File: src/rtl/boot_pkg.sv
`default_nettype none
// ============================================================================
//  Module      : boot_pkg
//  Description : Shared types and helpers for the imem boot loader. Holds the
//                loader state enum, the stream-bytes-per-word constant and a
//                little-endian byte-lane insert function.
//  Revision    : 1.0  initial release
// ============================================================================
package boot_pkg;

    typedef enum logic [1:0] {
        LEN  = 2'd0,
        LOAD = 2'd1,
        DONE = 2'd2,
        ERR  = 2'd3
    } boot_state_t;

    localparam int BYTES_PER_WORD = 4;

    // Returns i_word with byte lane i_idx replaced by i_data (lane k = bits [8k+7:8k]).
    function automatic logic [31:0] le_byte_insert(
        input logic [31:0] i_word,
        input logic [1:0]  i_idx,
        input logic [7:0]  i_data
    );
        logic [31:0] w_word;
        w_word                = i_word;
        w_word[8*i_idx +: 8]  = i_data;
        return w_word;
    endfunction

endpackage
`default_nettype wire

File: src/rtl/imem_boot_ctrl_byte_packer.sv
`default_nettype none
// ============================================================================
//  Module      : byte_packer
//  Description : Assembles an accepted byte stream into 32-bit little-endian
//                words. o_word is the word including the byte currently on
//                i_data, so o_word is complete in the same cycle o_word_valid
//                pulses (fourth byte accepted).
//  Ports       : clk, reset   - clock / synchronous active-high reset
//                i_clear      - return to byte lane 0 and drop partial word
//                i_accept     - i_data is consumed this cycle
//                i_data       - stream byte
//                o_word       - assembled word (valid with o_word_valid)
//                o_word_valid - single-cycle pulse on the fourth byte
//  Revision    : 1.0  initial release
// ============================================================================
module byte_packer
    import boot_pkg::*;
(
    input  logic        clk,
    input  logic        reset,
    input  logic        i_clear,
    input  logic        i_accept,
    input  logic [7:0]  i_data,
    output logic [31:0] o_word,
    output logic        o_word_valid
);

    localparam logic [1:0] c_LAST_IDX = 2'(BYTES_PER_WORD - 1);

    logic [1:0]  r_idx;
    logic [31:0] r_word;

    assign o_word       = le_byte_insert(r_word, r_idx, i_data);
    assign o_word_valid = i_accept && (r_idx == c_LAST_IDX);

    // Index wraps 3->0 naturally, so the next group starts at lane 0.
    always_ff @(posedge clk) begin
        if (reset || i_clear) begin
            r_idx  <= '0;
            r_word <= '0;
        end else if (i_accept) begin
            r_idx  <= r_idx + 2'd1;
            r_word <= o_word;
        end
    end

endmodule
`default_nettype wire

File: src/rtl/imem_boot_ctrl.sv
`default_nettype none
// ============================================================================
//  Module      : imem_boot_ctrl
//  Description : Instruction-memory boot sequencer. Parses a 4-byte LE length
//                header from a valid/ready byte stream, writes the following
//                words to imem from word address 0, and holds the core in
//                reset until the load completes.
//  Ports       : clk, reset            - clock / synchronous active-high reset
//                rx_valid/rx_data/rx_ready - byte stream handshake
//                reload                - restart loading from DONE or ERR
//                imem_we/addr/wdata    - imem write port (one-cycle strobe)
//                core_reset            - core reset, low only in DONE
//                load_done, load_err   - status
//                word_count            - words written since LEN entry
//  Revision    : 1.0  initial release
// ============================================================================
module imem_boot_ctrl
    import boot_pkg::*;
#(
    parameter int          ADDR_W    = 28,
    parameter logic [32:0] MAX_WORDS = 33'(1) << ADDR_W
) (
    input  logic              clk,
    input  logic              reset,
    input  logic              rx_valid,
    input  logic [7:0]        rx_data,
    output logic              rx_ready,
    input  logic              reload,
    output logic              imem_we,
    output logic [ADDR_W-1:0] imem_addr,
    output logic [31:0]       imem_wdata,
    output logic              core_reset,
    output logic              load_done,
    output logic              load_err,
    output logic [31:0]       word_count
);

    localparam logic [ADDR_W-1:0] c_ADDR_MAX = '1;

    boot_state_t       r_state,      w_state_nxt;
    logic              r_rx_ready,   w_rx_ready_nxt;
    logic              r_we,         w_we_nxt;
    logic [ADDR_W-1:0] r_addr,       w_addr_nxt;
    logic [31:0]       r_wdata,      w_wdata_nxt;
    logic [31:0]       r_count,      w_count_nxt;
    logic [31:0]       r_len,        w_len_nxt;
    logic              r_core_reset, w_core_reset_nxt;

    logic              w_accept;
    logic              w_clear;
    logic              w_word_valid;
    logic [31:0]       w_word;
    logic [31:0]       w_count_inc;

    assign w_accept = rx_valid && r_rx_ready;

    byte_packer u_packer (
        .clk          (clk),
        .reset        (reset),
        .i_clear      (w_clear),
        .i_accept     (w_accept),
        .i_data       (rx_data),
        .o_word       (w_word),
        .o_word_valid (w_word_valid)
    );

    always_ff @(posedge clk) begin
        if (reset) begin
            r_state      <= LEN;
            r_rx_ready   <= 1'b0;
            r_we         <= 1'b0;
            r_addr       <= '0;
            r_wdata      <= '0;
            r_count      <= '0;
            r_len        <= '0;
            r_core_reset <= 1'b1;
        end else begin
            r_state      <= w_state_nxt;
            r_rx_ready   <= w_rx_ready_nxt;
            r_we         <= w_we_nxt;
            r_addr       <= w_addr_nxt;
            r_wdata      <= w_wdata_nxt;
            r_count      <= w_count_nxt;
            r_len        <= w_len_nxt;
            r_core_reset <= w_core_reset_nxt;
        end
    end

    always_comb begin
        w_state_nxt      = r_state;
        w_rx_ready_nxt   = r_rx_ready;
        w_we_nxt         = 1'b0;
        w_addr_nxt       = r_addr;
        w_wdata_nxt      = r_wdata;
        w_count_nxt      = r_count;
        w_len_nxt        = r_len;
        w_core_reset_nxt = 1'b1;
        w_clear          = 1'b0;
        w_count_inc      = r_count + 32'd1;

        case (r_state)
            LEN: begin
                w_rx_ready_nxt = 1'b1;
                if (w_word_valid) begin
                    w_len_nxt = w_word;
                    if (w_word == 32'd0) begin
                        w_state_nxt    = DONE;
                        w_rx_ready_nxt = 1'b0;
                    end else if ({1'b0, w_word} > MAX_WORDS) begin
                        w_state_nxt    = ERR;
                        w_rx_ready_nxt = 1'b0;
                    end else begin
                        w_state_nxt = LOAD;
                        w_addr_nxt  = '0;
                        w_count_nxt = '0;
                    end
                end
            end

            LOAD: begin
                if (r_we) begin
                    // Strobe cycle just ended: advance. The address saturates
                    // at the top word so it never wraps back onto word 0.
                    w_count_nxt = w_count_inc;
                    if (r_addr != c_ADDR_MAX) begin
                        w_addr_nxt = r_addr + ADDR_W'(1);
                    end
                    if (w_count_inc == r_len) begin
                        w_state_nxt    = DONE;
                        w_rx_ready_nxt = 1'b0;
                    end else begin
                        w_rx_ready_nxt = 1'b1;
                    end
                end else if (w_word_valid) begin
                    // Drop ready for the strobe cycle so the advance above
                    // never races a new byte.
                    w_we_nxt       = 1'b1;
                    w_wdata_nxt    = w_word;
                    w_rx_ready_nxt = 1'b0;
                end else begin
                    w_rx_ready_nxt = 1'b1;
                end
            end

            DONE: begin
                w_rx_ready_nxt   = 1'b0;
                // Released only from the second DONE cycle onward: the DONE
                // entry cycle still sees r_state != DONE and keeps it high.
                w_core_reset_nxt = 1'b0;
                if (reload) begin
                    w_state_nxt      = LEN;
                    w_core_reset_nxt = 1'b1;
                    w_count_nxt      = '0;
                    w_clear          = 1'b1;
                end
            end

            ERR: begin
                w_rx_ready_nxt = 1'b0;
                if (reload) begin
                    w_state_nxt = LEN;
                    w_count_nxt = '0;
                    w_clear     = 1'b1;
                end
            end

            default: begin
                w_state_nxt = LEN;
            end
        endcase
    end

    assign rx_ready   = r_rx_ready;
    assign imem_we    = r_we;
    assign imem_addr  = r_addr;
    assign imem_wdata = r_wdata;
    assign core_reset = r_core_reset;
    assign word_count = r_count;
    assign load_done  = (r_state == DONE);
    assign load_err   = (r_state == ERR);

endmodule
`default_nettype wire

File: config.mk
export PLATFORM = sky130hd
export DESIGN_NAME = imem_boot_ctrl
export DESIGN_NICKNAME = d
export VERILOG_FILES = /design/src/rtl/boot_pkg.sv /design/src/rtl/imem_boot_ctrl_byte_packer.sv /design/src/rtl/imem_boot_ctrl.sv
export SDC_FILE = /design/constraint.sdc
export NUM_CORES = 1
export LEC_CHECK = 0
export CORE_ASPECT_RATIO = 0.6
export CORE_MARGIN = 2
export CORE_UTILIZATION = 36
export DETAILED_ROUTE_END_ITERATION = 8
export GPL_ROUTABILITY_DRIVEN = 0
export GPL_TIMING_DRIVEN = 1
export MAX_ROUTING_LAYER = met4
export PLACE_DENSITY = 0.57
export SYNTH_ARGS = -nofsm -noshare
export SYNTH_HDL_FRONTEND = slang
export SYNTH_HIERARCHICAL = 1
export SYNTH_SLANG_ARGS = --single-unit
File: constraint.sdc
create_clock -name clk -period 6.56 [get_ports clk]
set_input_delay 0.656 -clock clk [delete_from_list [all_inputs] [get_ports clk]]
set_output_delay 0.656 -clock clk [all_outputs]
set_load 0.02 [all_outputs]
==> results of run 1 <==
where the power goes:
group | switching, uW | internal [uW] | total [uW]
clock | 422 | 575 | 997
combinational | 78.0 | 30.3 | 108
sequential | 3.16 | 993 | 996
total | 503 | 1600 | 2100
cell families after synthesis:
group,count (synthesis),share of synthesized area (%)
AOI/OAI and AO/OA,261,19.1
xor gates and xnor gates,56,5.75
adders and majority gates,7,1.03
buffers and inverters,113,5.78
DFF,163,38.3
muxes,3,0.352
and+or+nand+nor,488,29.8
worst max path at each step:
stage                     slack [ns]              to         startpoint
after floorplan                 2.94   imem_addr[16]  u_packer/r_idx[0]
after global placement          2.06   imem_addr[20]           rx_valid
after detailed placement        1.96   imem_addr[24]           rx_valid
after CTS                       2.07  word_count[13]  u_packer/r_idx[0]
after global routing            1.64  word_count[17]  u_packer/r_idx[0]
final                           2.03  word_count[13]  u_packer/r_idx[0]
per-stage QoR:
step	instance area [um^2]	utilization [%]	setup slack (ns)
3_5_place_dp	9670	41.7	1.96
5_1_grt	10200	44.2	1.64
6_report	10200	44.2	2.03
3_3_place_gp	9670	41.7	2.06
4_1_cts	10200	44.2	2.07
2_1_floorplan	8520	-	2.94
registers in the layout, summed over array words and instances (netlist names):
register         flops
u_packer/r_idx       2
imem_wdata          32
imem_addr           28
r_state              2
u_packer/r_word     32
rx_ready             1
r_len               32
core_reset           1
imem_we              1
word_count          32
cell type report:
type	instances	area [um^2]	share of cell area, %
multi-input cells	815	4770	46.6
flip-flops and latches	163	3260	31.9
repair buffers	118	1150	11.3
clock buffers	21	460	4.50
well taps	315	394	3.85
clock inverters	9	108	1.05
inverters	24	90.1	0.880
metal layers:
layer	wire length, um	vias to the layer above	global-route usage [%]
met1	14500	3978	35.6
li1	-	4017	-
met2	10500	305	28.5
met5	0	-	-
met3	2100	26	5.19
met4	279	0	5.29
cell usage in the layout, fill, tap and decap left out, types with 3 or more instances in the layout:
cell               n
mux2i_1            3
and3_1            16
nor2b_1            8
nand4_1           33
a32oi_1           10
dfxtp_1          163
buf_4             11
or4_1             13
o311ai_0           4
clkdlybuf4s50_1  107
a211oi_1           6
a21oi_1          125
nor4b_1            3
nor2_1            70
a22o_1            22
a211o_1            3
ha_1               7
nand3_1           27
o21ai_0           39
nor3_1            23
a31oi_1           11
and2_1            13
xor2_1            14
a311oi_1           5
clkinvlp_4         5
a32o_1             7
nand4b_1          19
o31ai_1           11
and4_1            12
inv_1             22
nor4_1            18
or3_1             12
nand2b_1           4
a21o_1             4
xnor2_1           42
clkbuf_16         17
nand3b_1           6
nand2_1          192
synthesized netlist by cell type (all sizes together), types with 12 or more instances:
cell type / count / share of area [%]
a22o: 22 / 2.3
nand4b: 19 / 2.0
dfxtp: 163 / 38
nor2: 70 / 3.1
and4: 12 / 1.2
a21oi: 125 / 7.3
or4: 14 / 1.3
nand2: 192 / 8.5
nor4: 19 / 1.5
o21ai: 39 / 2.3
nand4: 36 / 3.0
and2: 13 / 0.95
and3: 16 / 1.2
inv: 23 / 1.0
nor3: 24 / 1.5
or3: 12 / 0.88
buf: 26 / 1.9
xnor2: 42 / 4.3
xor2: 14 / 1.4
clkbuf: 63 / 2.8
nand3: 27 / 1.6
critical path: stages, from the launching register on:
cell and delay (ns):
dfxtp_1 0.40, inv_1 0.15, ha_1 0.59, nor2_1 0.13, and4_1 0.32, a22o_1 0.28, nor4_1 0.37, nand2_1 0.17
or4_1 0.52, a31oi_1 0.19, buf_4 0.26, a211o_1 0.67, nor2_1 0.12, a211oi_1 0.25
==> results by group, run 1 <==
Routing
  • Starting DRC count in detailed routing: 844
  • Antenna Nets Post-Route: 0
  • Via count: 8,326
  • DRC errors left: 0
  • Drt wl/cell: 18.7 um
  • DRT Wirelength: 27,400 um
  • Vias per cell: 5.68
  • Drt pass-1 iters: 5

Critical path
  • R2R setup slack: 2.03 ns
  • Reg2Reg Depth: 13
  • Critical Path RT: 6.90 ns
  • Crit Path Max Fanout: 23
  • Worst setup SP type: flip-flop
  • CP Class: reg2reg
  • Critical path capture point type: flip-flop
  • Critical Path AT: 4.88 ns
  • Reg2reg start: u_packer/r_idx[0]
  • Worst reg2reg endpoint: word_count[13]

Placement
  • Dpl hpwl: 19,500 um
  • DP Cell Count: 1,435
  • PortBufs: 108

Hold path
  • Hold endpoint: u_packer/r_word[12]
  • Hold Crit Class: reg2reg
  • Min-delay src: u_packer/r_word[12]
  • Worst hold stages: 2

Floorplan
  • Starting Density: 36.8%
  • Die Y-Extent: 123 um
  • Core area: 23,200 um^2
  • Die area: 25,000 um^2
  • Row Count: 43
  • Die X: 203 um
  • Num ports: 109

Layout
  • Layout cell share with drive strength beyond 1: 4.78%
  • Fillers: 2,354
  • Diode count: 0
  • Net count, final: 1,158
  • Layout Cells excl Fill: 1,465
  • Synthesis-to-layout area growth: 20.2%

Clock tree
  • # resized after CTS: 0
  • Clock Tree Buf Depth: 2
  • Total clock sinks: 163
  • Setup bufs post-CTS: 0
  • Clk_lat worst skew: 0.44 ns
  • H-tree Lvls: 4
  • CTS tree: yes
  • Clk root buf: clkbuf_16
  • Clock slew at reported path FFs: 0.07 ns
  • CTS Hold Buffers Added: 0
  • TritonCTS Buffers: 17

Yosys
  • Number of synthesized register bits: 163
  • Syn nets: 1,110
  • Yosys cell types: 66
  • Register area share after synthesis: 38.3%
  • Synthesis Warnings: 6
  • Post-Syn Area: 8520 um^2
  • Asr flop ratio synth: 0%
  • Post-Syn Instances: 1,091
  • EDFF count, synth: 0
  • Synth Flop Type: dfxtp_1
  • Mean Syn Cell Area: 7.81 um^2

Global route
  • Initial antenna violation count: 0
  • Vias in the first global route: 7,408
  • Largest net degree at the start of global routing: 93
  • Gr usage total: 22.8%
  • Final global-route overflow total: 0
  • First-pass GRT wire length: 43,000 um

Outcome
  • Status: finished, final reports clean

STA
  • Unrepaired setup endpoints after global routing: no
  • Final setup vio count: 0
  • Slew headroom: 23.7%
  • Period utilization: 69.1%
  • Final Slew Violations: 0
  • Worst-Margin Slew: 1.14 ns
  • Final Critical Period: 4.53 ns
  • Final Hold Vio Count: 0
  • Setup Skew: 0.00773 ns
  • Sum Neg Setup Slack: 0 ns
  • WHS: 0.455 ns
  • Fmax: 221 MHz

Power
  • Pwr dens: 205 nW/um^2
  • Peak supply drop: 181 uV
  • Leakage: 0.00324 uW
  • Tot Pwr: 2100 uW

Job
  • Maximum capacitance violations: 0
Power figures use the tool's default switching activity.
==> inputs of run 2 (changes only) <==
clock period = 4.44 ns   (was 6.56 ns; I/O delays follow)
==> results by group, run 2 (synthesis results as in run 1) <==
Outcome
  • Status: finished, final reports clean

Global route
  • First-pass GRT wire length: 43,200 um (+0.40%)
  • Largest net degree at the start of global routing: 63 (-32%)
  • Gr usage total: 22.8% (-0.043 points)
  • Final global-route overflow total: 0 (unchanged)
  • Initial antenna violation count: 0 (unchanged)
  • Vias in the first global route: 7,617 (+2.8%)

Floorplan
  • Die Y-Extent: 123 um (unchanged)
  • Core area: 23,200 um^2 (unchanged)
  • Num ports: 109 (unchanged)
  • Row Count: 43 (unchanged)
  • Die X: 203 um (unchanged)
  • Starting Density: 36.8% (unchanged)
  • Die area: 25,000 um^2 (unchanged)

Critical path
  • Family with the most delay on the worst path: simple AND/OR/NAND/NOR gates
  • Crit Path Max Fanout: 16 (-30%)
  • Worst setup SP type: flip-flop
  • Critical Path AT: 4.47 ns (-0.41 ns)
  • WP buf/inv: 2 (unchanged)
  • CP Class: reg2reg
  • Worst path max stage delay: 0.51 ns (-0.16 ns)
  • CP cell instances: inv_1, ha_2, and4bb_2, nand2_1, o21ai_0, nor4_1, nand2_1, o31ai_1, a31oi_2, buf_4, nand3b_1, or4_1, a21oi_1
  • CP max stage cell: dfxtp_1
  • Critical path capture point type: flip-flop
  • Critical Path RT: 4.80 ns (-2.10 ns)
  • CP most frequent cell: nand2_1

Clock tree
  • TritonCTS Buffers: 17 (unchanged)
  • Setup bufs post-CTS: 0 (unchanged)
  • Clock slew at reported path FFs: 0.06 ns (about the same)
  • CTS Hold Buffers Added: 0 (unchanged)
  • Clock Tree Buf Depth: 2 (unchanged)
  • Clk_lat worst skew: 0.44 ns (about the same)
  • Clk root buf: clkbuf_16
  • H-tree Lvls: 4 (unchanged)
  • CTS tree: yes
  • # resized after CTS: 0 (unchanged)
  • Total clock sinks: 163 (unchanged)

Power
  • Pwr dens: 305 nW/um^2 (+49%)
  • Peak supply drop: 244 uV (+35%)
  • Leakage: 0.00332 uW (+2.5%)

Routing
  • Vias per cell: 5.70 (+0.29%)
  • Drt pass-1 iters: 5 (unchanged)
  • DRC errors left: 0 (unchanged)
  • DRT Wirelength: 27,400 um (about the same)
  • Drt wl/cell: 18.5 um (-0.79%)
  • Starting DRC count in detailed routing: 753 (-11%)
  • Via count: 8,424 (+1.2%)
  • Antenna Nets Post-Route: 0 (unchanged)

Layout
  • Diode count: 0 (unchanged)
  • Most frequent cells in the layout: nand2_1, dfxtp_1, a21oi_1
  • Synthesis-to-layout area growth: 21.7%
  • Most common cell after layout, fill and taps aside: nand2_1
  • Post-layout instance area: 10,400 um^2 (+1.3%)
  • Layout cell share with drive strength beyond 1: 6.19% (+1.4 points)
  • Net count, final: 1,170 (+1.0%)

STA
  • Setup Skew: 0.0127 ns (+0.00498 ns)
  • Final setup vio count: 0 (unchanged)
  • Final Critical Period: 4.11 ns (-0.424 ns)
  • Worst-Margin Slew: 1.04 ns (-0.0992 ns)
  • Sum Neg Setup Slack: 0 ns (unchanged)
  • Final Hold Vio Count: 0 (unchanged)
  • Period utilization: 92.5% (+23 points)
  • Fmax: 243 MHz (+10%)
  • Slew headroom: 30.4% (+6.7 points)
  • Unrepaired setup endpoints after global routing: no
  • Final Slew Violations: 0 (unchanged)

Job
  • Maximum capacitance violations: 0 (unchanged)

Placement
  • PortBufs: 108 (unchanged)
  • Post-DP Area: 9760 um^2 (+0.93%)
  • Dpl hpwl: 19,900 um (+2.2%)

Hold path
  • Hold Crit Class: reg2reg
==> run 2: final cells by class <==
| class | count | area (um^2) |
|---|---|---|
| clock buffers | 18 | 439 |
| clock inverters | 13 | 161 |
| fillers | 2347 | 12800 |
| inverters | 24 | 90.1 |
| multi-input cells | 815 | 4780 |
| flip-flops and latches | 163 | 3260 |
| well taps | 315 | 394 |
| repair buffers | 130 | 1240 |
==> run 2: per-layer routing <==
| metal | global-route usage, % | routed length, um |
|---|---|---|
| met5 | - | 0 |
| met4 | 5.98 | 259 |
| met3 | 3.87 | 1850 |
| met2 | 30.1 | 10800 |
| met1 | 34.9 | 14500 |
==> run 2: worst reg2reg max path, stage by stage (launching register included) <==
cell      delay [ns]
dfxtp_1         0.51
inv_1           0.14
ha_2            0.46
and4bb_2        0.37
nand2_1         0.11
o21ai_0         0.16
nor4_1          0.34
nand2_1         0.22
o31ai_1         0.33
a31oi_2         0.20
buf_4           0.21
nand3b_1        0.33
or4_1           0.50
a21oi_1         0.15
==> run 2: power by group <==
group          switching, uW  internal (uW)  total (uW)  leakage, uW
logic                    117           52.4         169      0.00173
clock network            627            895        1520     0.000284
registers               5.18           1470        1470      0.00131
total                    749           2410        3160      0.00332
==> run 2: stage by stage <==
| step | hold WS (ns) | instances | util [%] | total power [uW] | setup slack (ns) |
|---|---|---|---|---|---|
| floorplan | 0.425 | 1091 | - | 1620 | 0.822 |
| global placement | 0.440 | 1447 | 42.1 | 1670 | 0.381 |
| detailed placement | 0.444 | 1447 | 42.1 | 1670 | 0.254 |
| CTS | 0.453 | 1478 | 44.7 | 3190 | 0.231 |
| global route | 0.474 | 1478 | 44.7 | 3260 | 0.0470 |
| finish | 0.454 | 1478 | 44.7 | 3160 | 0.332 |
==> run 2: path summary, 6_finish.rpt <==
| kind | start | depth (start not counted) | endpoint | slack, ns |
|---|---|---|---|---|
| worst max-delay path | u_packer/r_idx[0] | 13 | imem_addr[26] | 0.33 |
| worst min-delay path | u_packer/r_word[18] | 2 | u_packer/r_word[18] | 0.45 |
| worst max register to register | u_packer/r_idx[0] | 13 | imem_addr[26] | 0.33 |
| worst min register to register | u_packer/r_word[18] | 2 | u_packer/r_word[18] | 0.45 |
==> inputs of run 3 (changes only) <==
CTS_CLUSTER_SIZE = 40   (was unset)
==> results of run 3 <==
Final layout, timing and power as in run 2 (identical DEF).
